## config.mk

```make
export PLATFORM = sky130hd
export DESIGN_NAME = tpm_cmd_header_parser
export DESIGN_NICKNAME = d
export VERILOG_FILES = /design/src/rtl/tpm_cmd_header_parser.sv
export SDC_FILE = /design/constraint.sdc
export NUM_CORES = 1
export LEC_CHECK = 0
export ABC_AREA = 0
export ABC_CLOCK_PERIOD_IN_PS = 6810
export CORE_ASPECT_RATIO = 1.5
export CORE_UTILIZATION = 45
export DETAILED_ROUTE_END_ITERATION = 7
export GPL_TIMING_DRIVEN = 0
export PLACE_DENSITY = 0.8
export SKIP_CTS_REPAIR_TIMING = 1
export SYNTH_ARGS = -nofsm -noshare
export SYNTH_HDL_FRONTEND = slang
export SYNTH_SLANG_ARGS = --single-unit
```

## constraint.sdc

```tcl
create_clock -name clock -period 6.81 [get_ports clock]
set_input_delay 1.362 -clock clock [delete_from_list [all_inputs] [get_ports clock]]
set_output_delay 1.362 -clock clock [all_outputs]
set_load 0.005 [all_outputs]
```

## src/rtl/tpm_cmd_header_parser.sv

```systemverilog
`timescale 1ns/1ps
// Byte-serial TPM command header parser: extracts tag/size/code/first param and validates header.
// Latency: cmd_valid the cycle after the final byte; byte_ready low while a command is presented.
module tpm_cmd_header_parser #(
  parameter int unsigned MAX_CMD_SIZE = 4096
) (
  input  logic        clock,
  input  logic        reset,
  input  logic [7:0]  byte_in,
  input  logic        byte_valid,
  output logic        byte_ready,
  input  logic        abort,
  output logic        cmd_valid,
  input  logic        cmd_ready,
  output logic [15:0] cmd_tag,
  output logic [31:0] cmd_size,
  output logic [31:0] tpm_cc,
  output logic [15:0] cc_param,
  output logic [31:0] hdr_rc
);

  localparam logic [31:0] MAX_SIZE        = 32'(MAX_CMD_SIZE);
  localparam logic [31:0] RC_OK           = 32'h0000_0000;
  localparam logic [31:0] RC_BAD_TAG      = 32'h0000_001E;
  localparam logic [31:0] RC_COMMAND_SIZE = 32'h0000_0142;

  typedef enum logic [2:0] {
    S_TAG,
    S_SIZE,
    S_CODE,
    S_PARAM,
    S_DRAIN,
    S_PRESENT
  } state_t;

  state_t      state, state_nxt;
  logic [31:0] cnt;
  logic        accept;
  logic        last_byte;
  logic        tag_ok;
  logic        size_bad;
  logic [31:0] chk_rc;

  assign byte_ready = (state != S_PRESENT);
  assign cmd_valid  = (state == S_PRESENT);
  assign accept     = byte_valid & byte_ready;
  assign last_byte  = ((cnt + 32'd1) == cmd_size);

  // Tag and size are fully captured by the time byte 9 arrives; tag errors win over size errors.
  assign tag_ok   = (cmd_tag == 16'h8001) || (cmd_tag == 16'h8002);
  assign size_bad = (cmd_size < 32'd10) || (cmd_size > MAX_SIZE);
  assign chk_rc   = !tag_ok ? RC_BAD_TAG : (size_bad ? RC_COMMAND_SIZE : RC_OK);

  always_ff @(posedge clock or posedge reset) begin
    if (reset) begin
      state <= S_TAG;
    end else begin
      state <= state_nxt;
    end
  end

  always_comb begin
    state_nxt = state;
    if (abort) begin
      state_nxt = S_TAG;
    end else begin
      case (state)
        S_TAG:     if (accept && cnt == 32'd1) state_nxt = S_SIZE;
        S_SIZE:    if (accept && cnt == 32'd5) state_nxt = S_CODE;
        S_CODE: begin
          if (accept && cnt == 32'd9) begin
            if (chk_rc != RC_OK || cmd_size == 32'd10) state_nxt = S_PRESENT;
            else                                       state_nxt = S_PARAM;
          end
        end
        S_PARAM: begin
          if (accept) begin
            if (last_byte)            state_nxt = S_PRESENT;
            else if (cnt == 32'd11)   state_nxt = S_DRAIN;
          end
        end
        S_DRAIN:   if (accept && last_byte) state_nxt = S_PRESENT;
        S_PRESENT: if (cmd_ready) state_nxt = S_TAG;
        default:   state_nxt = S_TAG;
      endcase
    end
  end

  // Fields shift in MSB first; the first byte of a command wipes the previous command's results.
  always_ff @(posedge clock or posedge reset) begin
    if (reset) begin
      cnt      <= '0;
      cmd_tag  <= '0;
      cmd_size <= '0;
      tpm_cc   <= '0;
      cc_param <= '0;
      hdr_rc   <= '0;
    end else if (abort) begin
      cnt      <= '0;
      cmd_tag  <= '0;
      cmd_size <= '0;
      tpm_cc   <= '0;
      cc_param <= '0;
      hdr_rc   <= '0;
    end else if (cmd_valid && cmd_ready) begin
      cnt <= '0;
    end else if (accept) begin
      cnt <= cnt + 32'd1;
      if (cnt == 32'd0) begin
        cmd_tag  <= {8'h00, byte_in};
        cmd_size <= '0;
        tpm_cc   <= '0;
        cc_param <= '0;
        hdr_rc   <= '0;
      end else if (cnt == 32'd1) begin
        cmd_tag <= {cmd_tag[7:0], byte_in};
      end else if (cnt <= 32'd5) begin
        cmd_size <= {cmd_size[23:0], byte_in};
      end else if (cnt <= 32'd9) begin
        tpm_cc <= {tpm_cc[23:0], byte_in};
        if (cnt == 32'd9) hdr_rc <= chk_rc;
      end else if (cnt <= 32'd11 && cmd_size >= 32'd12) begin
        cc_param <= {cc_param[7:0], byte_in};
      end
    end
  end

endmodule

```

==> impl_metrics.env, run 1 <==
export IMPL_run_status="complete, no violations"
export IMPL_rows=58
export IMPL_die_x_microns=109
export IMPL_cts_buffers=17
export IMPL_die_area_sq_um=17800
export IMPL_critPathKind="flip-flop to flip-flop"
export IMPL_grt_max_degree=95
export IMPL_end_kind="flip-flop"
export IMPL_area_growth_pct=27.8
export IMPL_track_usage_pct=29.5
export IMPL_first_global_vias=7163
export IMPL_irDropWorstVdd_uv=160
export IMPL_core_sq_um=16800
export IMPL_place_ws_ns=2.87
export IMPL_crit_fanout=10
export IMPL_clk_latency_ns=0.42
export IMPL_synth_edf_count=0
export IMPL_hold_ws_ns=0.479
export IMPL_clk_path_buf_depth=2
export IMPL_post_route_min_period_ns=4.10
export IMPL_wire_per_inst_microns=19.5
export IMPL_drc=0
export IMPL_synth_yosys_warnings=0
export IMPL_power_density_nw_per_um2=212
export IMPL_vias=7404
export IMPL_first_pass_iters=5
export IMPL_hold_viol=0
export IMPL_nNetsFinal=1073
export IMPL_via_per_inst=5.78
export IMPL_r2r_start="cnt[0]"
export IMPL_drv_cap=0
export IMPL_crit_arrival_ns=4.45
export IMPL_max_freq_ghz=0.244
export IMPL_setup_violations=0
export IMPL_tightestPinTransition_ns=0.813
export IMPL_htreeDepth=4
export IMPL_drt_initial_drc_count=489
export IMPL_yosysMostFrequentCell="nand2_1"
export IMPL_yosysTopAreaCell="dfrtp_1"
export IMPL_setup_tns_ns=0
export IMPL_clock_skew_ns=0.00923
export IMPL_clock_sinks=134
export IMPL_initial_core_util_pct=46.0
export IMPL_ys_seq_area_share_pct=43.3
export IMPL_syn_instance_count=897
export IMPL_synth_top_cells_by_count="196 x nand2_1, 134 x dfrtp_1, 134 x o21ai_0, 45 x clkbuf_1, 40 x nor2_1"
export IMPL_io_pins=143
export IMPL_synthesis_area_sq_um=7750
export IMPL_postSynthAreaPerCell_sq_um=8.64
export IMPL_grt_ovfl_total=0
export IMPL_hold_path_startpoint="tpm_cc[27]"
export IMPL_finalCritPeriodShare_pct=60.3
export IMPL_antenna_cells=0
export IMPL_relSlewSlack_pct=45.1
export IMPL_timing_final_ws_setup_ns=2.71
export IMPL_cts_tree="done"
export IMPL_synth_top_area_share_pct=43.3
export IMPL_place_congestion=1.02
export IMPL_yosys_top_cells_area="dfrtp_1 43%, nand2_1 9.5%, o21ai_0 8.7%"
export IMPL_crit_path_start_kind="flip-flop"
export IMPL_async_reset_ff_share_pct=100
export IMPL_cp_required_ns=7.15
export IMPL_grt_pass1_wl_microns=39100
export IMPL_rsz0062_at_grt="false"
export IMPL_io_buffers=115
export IMPL_worstSetupStartpoint="cnt[0]"
export IMPL_cts_reportedPaths_clkPinSlew_ns=0.06
export IMPL_yosys_most_used_dff="dfrtp_1"
export IMPL_totalWireLength_microns=24900
export IMPL_clk_root_buffer_cell="clkbuf_16"
export IMPL_hpwlAfterDp_microns=18400
export IMPL_drive_gt1_share_pct=10.9
export IMPL_antenna_found_initial=0
export IMPL_yosysUniqueCellTypes=69
export IMPL_hp_class="flip-flop to flip-flop"
export IMPL_r2r_cells=11
export IMPL_p_leak_nw=4.18
export IMPL_fin_util_pct=58.8
export IMPL_die_y_microns=163
export IMPL_ant_nets=0
export IMPL_slew_violations=0
export IMPL_hold_depth=2
export IMPL_synth_seq_cells=134
layout by cell type, fill, tap and decap left out, types with 16 or more instances in the layout:
| cell type | netlist | final |
|---|---|---|
| a21oi_1 | 19 | 19 |
| buf_4 | 34 | 34 |
| clkbuf_1 | 45 | 45 |
| clkbuf_16 | 0 | 17 |
| clkdlybuf4s50_1 | 0 | 115 |
| conb_1 | 1 | 26 |
| dfrtp_1 | 134 | 134 |
| nand2_1 | 196 | 196 |
| nand3_1 | 19 | 19 |
| nand4_1 | 16 | 16 |
| nor2_1 | 40 | 40 |
| nor4_1 | 30 | 30 |
| o21ai_0 | 134 | 134 |
| xnor2_1 | 26 | 26 |
| xor2_1 | 21 | 21 |
through the flow:
| stage | instances | power [mW] | area [sq um] |
|---|---|---|---|
| finish | 1280 | 2.10 | 9900 |
| global route | 1280 | 2.18 | 9900 |
| CTS | 1280 | 2.10 | 9900 |
| detailed placement | 1248 | 1.15 | 9290 |
| global placement | 1247 | 1.14 | 9260 |
| floorplan | 922 | 1.02 | 7840 |
layer usage:
metal | vias to the layer above | part of all wire [%] | global-route usage [%]
met5 | - | 0 | 0
met2 | 307 | 51 | 49.1
met4 | 0 | 6.2 | 18.7
met1 | 3572 | 37 | 34.4
li1 | 3431 | - | -
met3 | 94 | 6.0 | 5.24
worst max-delay path: stages, from the launching register on:
cell      delay, ns
dfrtp_1        0.53
ha_1           0.40
and3_1         0.20
clkbuf_1       0.34
nand2_1        0.13
clkbuf_1       0.30
nor4_1         0.65
xnor2_1        0.19
nand4_1        0.18
o41ai_1        0.81
nand2_1        0.11
mux2i_1        0.17
sequential cells by signal, indices dropped and copies added (netlist names):
signal	count
state	3
cc_param	16
cmd_size	32
hdr_rc	3
tpm_cc	32
cnt	32
cmd_tag	16
layout make-up:
class	count	area, sq um
Fill cell	1506	6930
Multi-Input combinational cell	675	3790
Sequential cell	134	3350
Timing Repair Buffer	116	1180
Buffer	102	662
Clock buffer	17	425
Tap cell	210	263
Clock inverter	15	189
Inverter	11	46.3
cells by family after synthesis:
group                    Yosys count  share of synthesized area, %
adder cells (fa/ha/maj)            3                         0.484
other                              1                        0.0484
AO/OA/AOI/OAI                    223                          17.3
flip-flops                       134                          43.3
AND/OR/NAND/NOR                  371                          23.9
XOR/XNOR                          47                          5.31
multiplexers                       5                         0.662
buffers and inverters            113                          9.07
final timing paths:
path	to	slack, ns
min in group asynchronous	cc_param[11]	1.31
worst min-delay path	tpm_cc[27]	0.48
max in group asynchronous	cnt[11]	4.68
worst min register to register	tpm_cc[27]	0.48
worst max register to register	state[0]	2.71
worst max-delay path	state[0]	2.71
where the power goes:
group | switching, mW | leakage, nW | internal, mW
clock network | 0.383 | 0.296 | 0.584
registers | 0.0342 | 1.85 | 0.823
logic | 0.160 | 2.03 | 0.118
total | 0.577 | 4.18 | 1.53
No activity file was read; power rests on OpenSTA's default activity.
==> inputs of run 2 (changes only) <==
Settings changed: ABC_CLOCK_PERIOD_IN_PS 6810 to 4200.
Clock period 6.81 ns to 4.2 ns, I/O delays scaled along.
==> run 2 against run 1 <==
  * Worst setup slack got worse by 2.6 ns
  * Via count decreased by 0.15%
  * Sequential power increased by 62%
  * Routed wire length decreased by 0.12%
  * Sequential cell count unchanged
  * Power increased by 57%
  * Core utilization decreased by 0.074 points
  * Die area unchanged
  * Final cell count increased by 0.16%
  * Maximum frequency increased by 1.4%
  * Sequential share of layout area about the same
  * Highest routed layer unchanged
==> impl_metrics.env, run 2 (synthesized netlist as in run 1, its figures left out) <==
export IMPL_via_per_inst=5.77
export IMPL_track_usage_pct=29.3
export IMPL_die_area_sq_um=17800
export IMPL_grt_pass1_wl_microns=38600
export IMPL_post_route_min_period_ns=4.05
export IMPL_ant_nets=0
export IMPL_grt_use_met1_pct=34.3
export IMPL_hold_ws_ns=0.484
export IMPL_drive_gt1_share_pct=11.0
export IMPL_hold_viol=0
export IMPL_place_congestion=0.981
export IMPL_run_status="complete, no violations"
export IMPL_hold_depth=2
export IMPL_crit_path_start_kind="flip-flop"
export IMPL_die_y_microns=163
export IMPL_drt_initial_drc_count=556
export IMPL_clk_latency_ns=0.43
export IMPL_rr_endpoint="state[0]"
export IMPL_wire_per_inst_microns=19.4
export IMPL_io_buffers=115
export IMPL_worstSetupStartpoint="cnt[0]"
export IMPL_grtUsageMet3_pct=5.24
export IMPL_mostFrequentLayoutCells="196 x nand2_1, 134 x o21ai_0, 134 x dfrtp_1"
export IMPL_max_freq_ghz=0.247
export IMPL_crit_fanout=10
export IMPL_setup_violations=0
export IMPL_cts_reportedPaths_clkPinSlew_ns=0.06
export IMPL_clk_path_buf_depth=2
export IMPL_drv_cap=0
export IMPL_rsz0062_at_grt="false"
export IMPL_finalCritPeriodShare_pct=96.3
export IMPL_p_total_mw=3.30
export IMPL_vias=7393
export IMPL_fin_util_pct=58.7
export IMPL_area_growth_pct=27.6
export IMPL_p_leak_nw=4.17
export IMPL_nNetsFinal=1075
export IMPL_core_sq_um=16800
export IMPL_clk_root_buffer_cell="clkbuf_16"
export IMPL_hold_path_startpoint="cc_param[15]"
export IMPL_die_x_microns=109
export IMPL_relSlewSlack_pct=38.7
export IMPL_antenna_found_initial=0
export IMPL_first_pass_iters=7
export IMPL_setup_tns_ns=0
export IMPL_io_pins=143
export IMPL_antenna_cells=0
export IMPL_first_global_vias=6951
export IMPL_crit_arrival_ns=4.39
export IMPL_cp_required_ns=4.54
export IMPL_grt_max_degree=43
export IMPL_initial_core_util_pct=46.0
export IMPL_tightestPinTransition_ns=0.915
export IMPL_irDropWorstVdd_uv=239
export IMPL_power_density_nw_per_um2=334
export IMPL_drc=0
export IMPL_reg2reg_slack_ns=0.15
export IMPL_rows=58
export IMPL_worstHoldEndpoint="cc_param[15]"
export IMPL_cts_tree="done"
export IMPL_clock_skew_ns=0.00724
export IMPL_grt_busiest_layer="met2"
export IMPL_cts_buffers=17
export IMPL_hp_class="flip-flop to flip-flop"
export IMPL_totalWireLength_microns=24900
export IMPL_critPathKind="flip-flop to flip-flop"
export IMPL_end_kind="flip-flop"
export IMPL_mostFrequentLayoutCell="nand2_1"
export IMPL_hpwlAfterDp_microns=18400
export IMPL_reg_top3="cmd_size (32), cnt (32), tpm_cc (32)"
export IMPL_gr_usage_met2_pct=49.2
export IMPL_slew_violations=0
export IMPL_r2r_cells=11
export IMPL_grt_ovfl_total=0
export IMPL_r2r_start="cnt[0]"
export IMPL_clock_sinks=134
export IMPL_htreeDepth=4
==> run 2: cell count changes in the layout (fill, tap and decap cells not counted), moves of 2 or more <==
cell        before  now
buf_12           0    3
bufinv_16        3    1
clkinvlp_4       2    4
inv_6            8    5
inv_8            0    2
==> run 2: layout make-up <==
class / instances / area, sq um
fillers: 1492 / 6950
multi-input cells: 675 / 3790
flip-flops and latches: 134 / 3350
repair buffers: 118 / 1210
plain buffers: 102 / 662
clock buffers: 18 / 429
well taps: 210 / 263
clock inverters: 14 / 141
inverters: 11 / 45.0
==> run 2: per-stage QoR <==
step	setup WS, ns	cell area, sq um	cells
after floorplan	1.35	7850	922
after global placement	0.268	9260	1247
after detailed placement	0.194	9320	1250
after CTS	0.178	9890	1282
after global routing	0.0460	9890	1282
final	0.154	9890	1282
==> run 2: worst max-delay path: stages, from the launching register on <==
cell and delay, ns:
dfrtp_1 0.53, ha_1 0.40, and3_1 0.20, clkbuf_1 0.33
nand2_1 0.15, clkbuf_1 0.30, nor4_1 0.59, xnor2_1 0.22
nand4_1 0.16, o41ai_1 0.80, nand2_1 0.12, mux2i_1 0.17
==> run 2: layer usage <==
metal | share of wire [%] | up-vias | wire (microns)
li1 | - | 3421 | -
met1 | 38 | 3586 | 9390
met2 | 51 | 304 | 12800
met3 | 5.8 | 82 | 1440
met4 | 5.3 | 0 | 1310
met5 | 0 | - | 0
==> run 2: worst max path at each step <==
stage / to / slack, ns / cells past startpoint
4_1_cts: state[0] / 0.18 / 11
3_5_place_dp: state[0] / 0.19 / 11
6_report: state[0] / 0.15 / 11
3_3_place_gp: state[0] / 0.27 / 11
2_1_floorplan: state[1] / 1.35 / 10
5_1_grt: state[0] / 0.05 / 11
==> run 2: report_power, final <==
group	internal (mW)	switching, mW	leakage (nW)
Sequential	1.33	0.0554	1.85
Clock	0.831	0.630	0.272
Combinational	0.195	0.259	2.04
Total	2.36	0.944	4.17
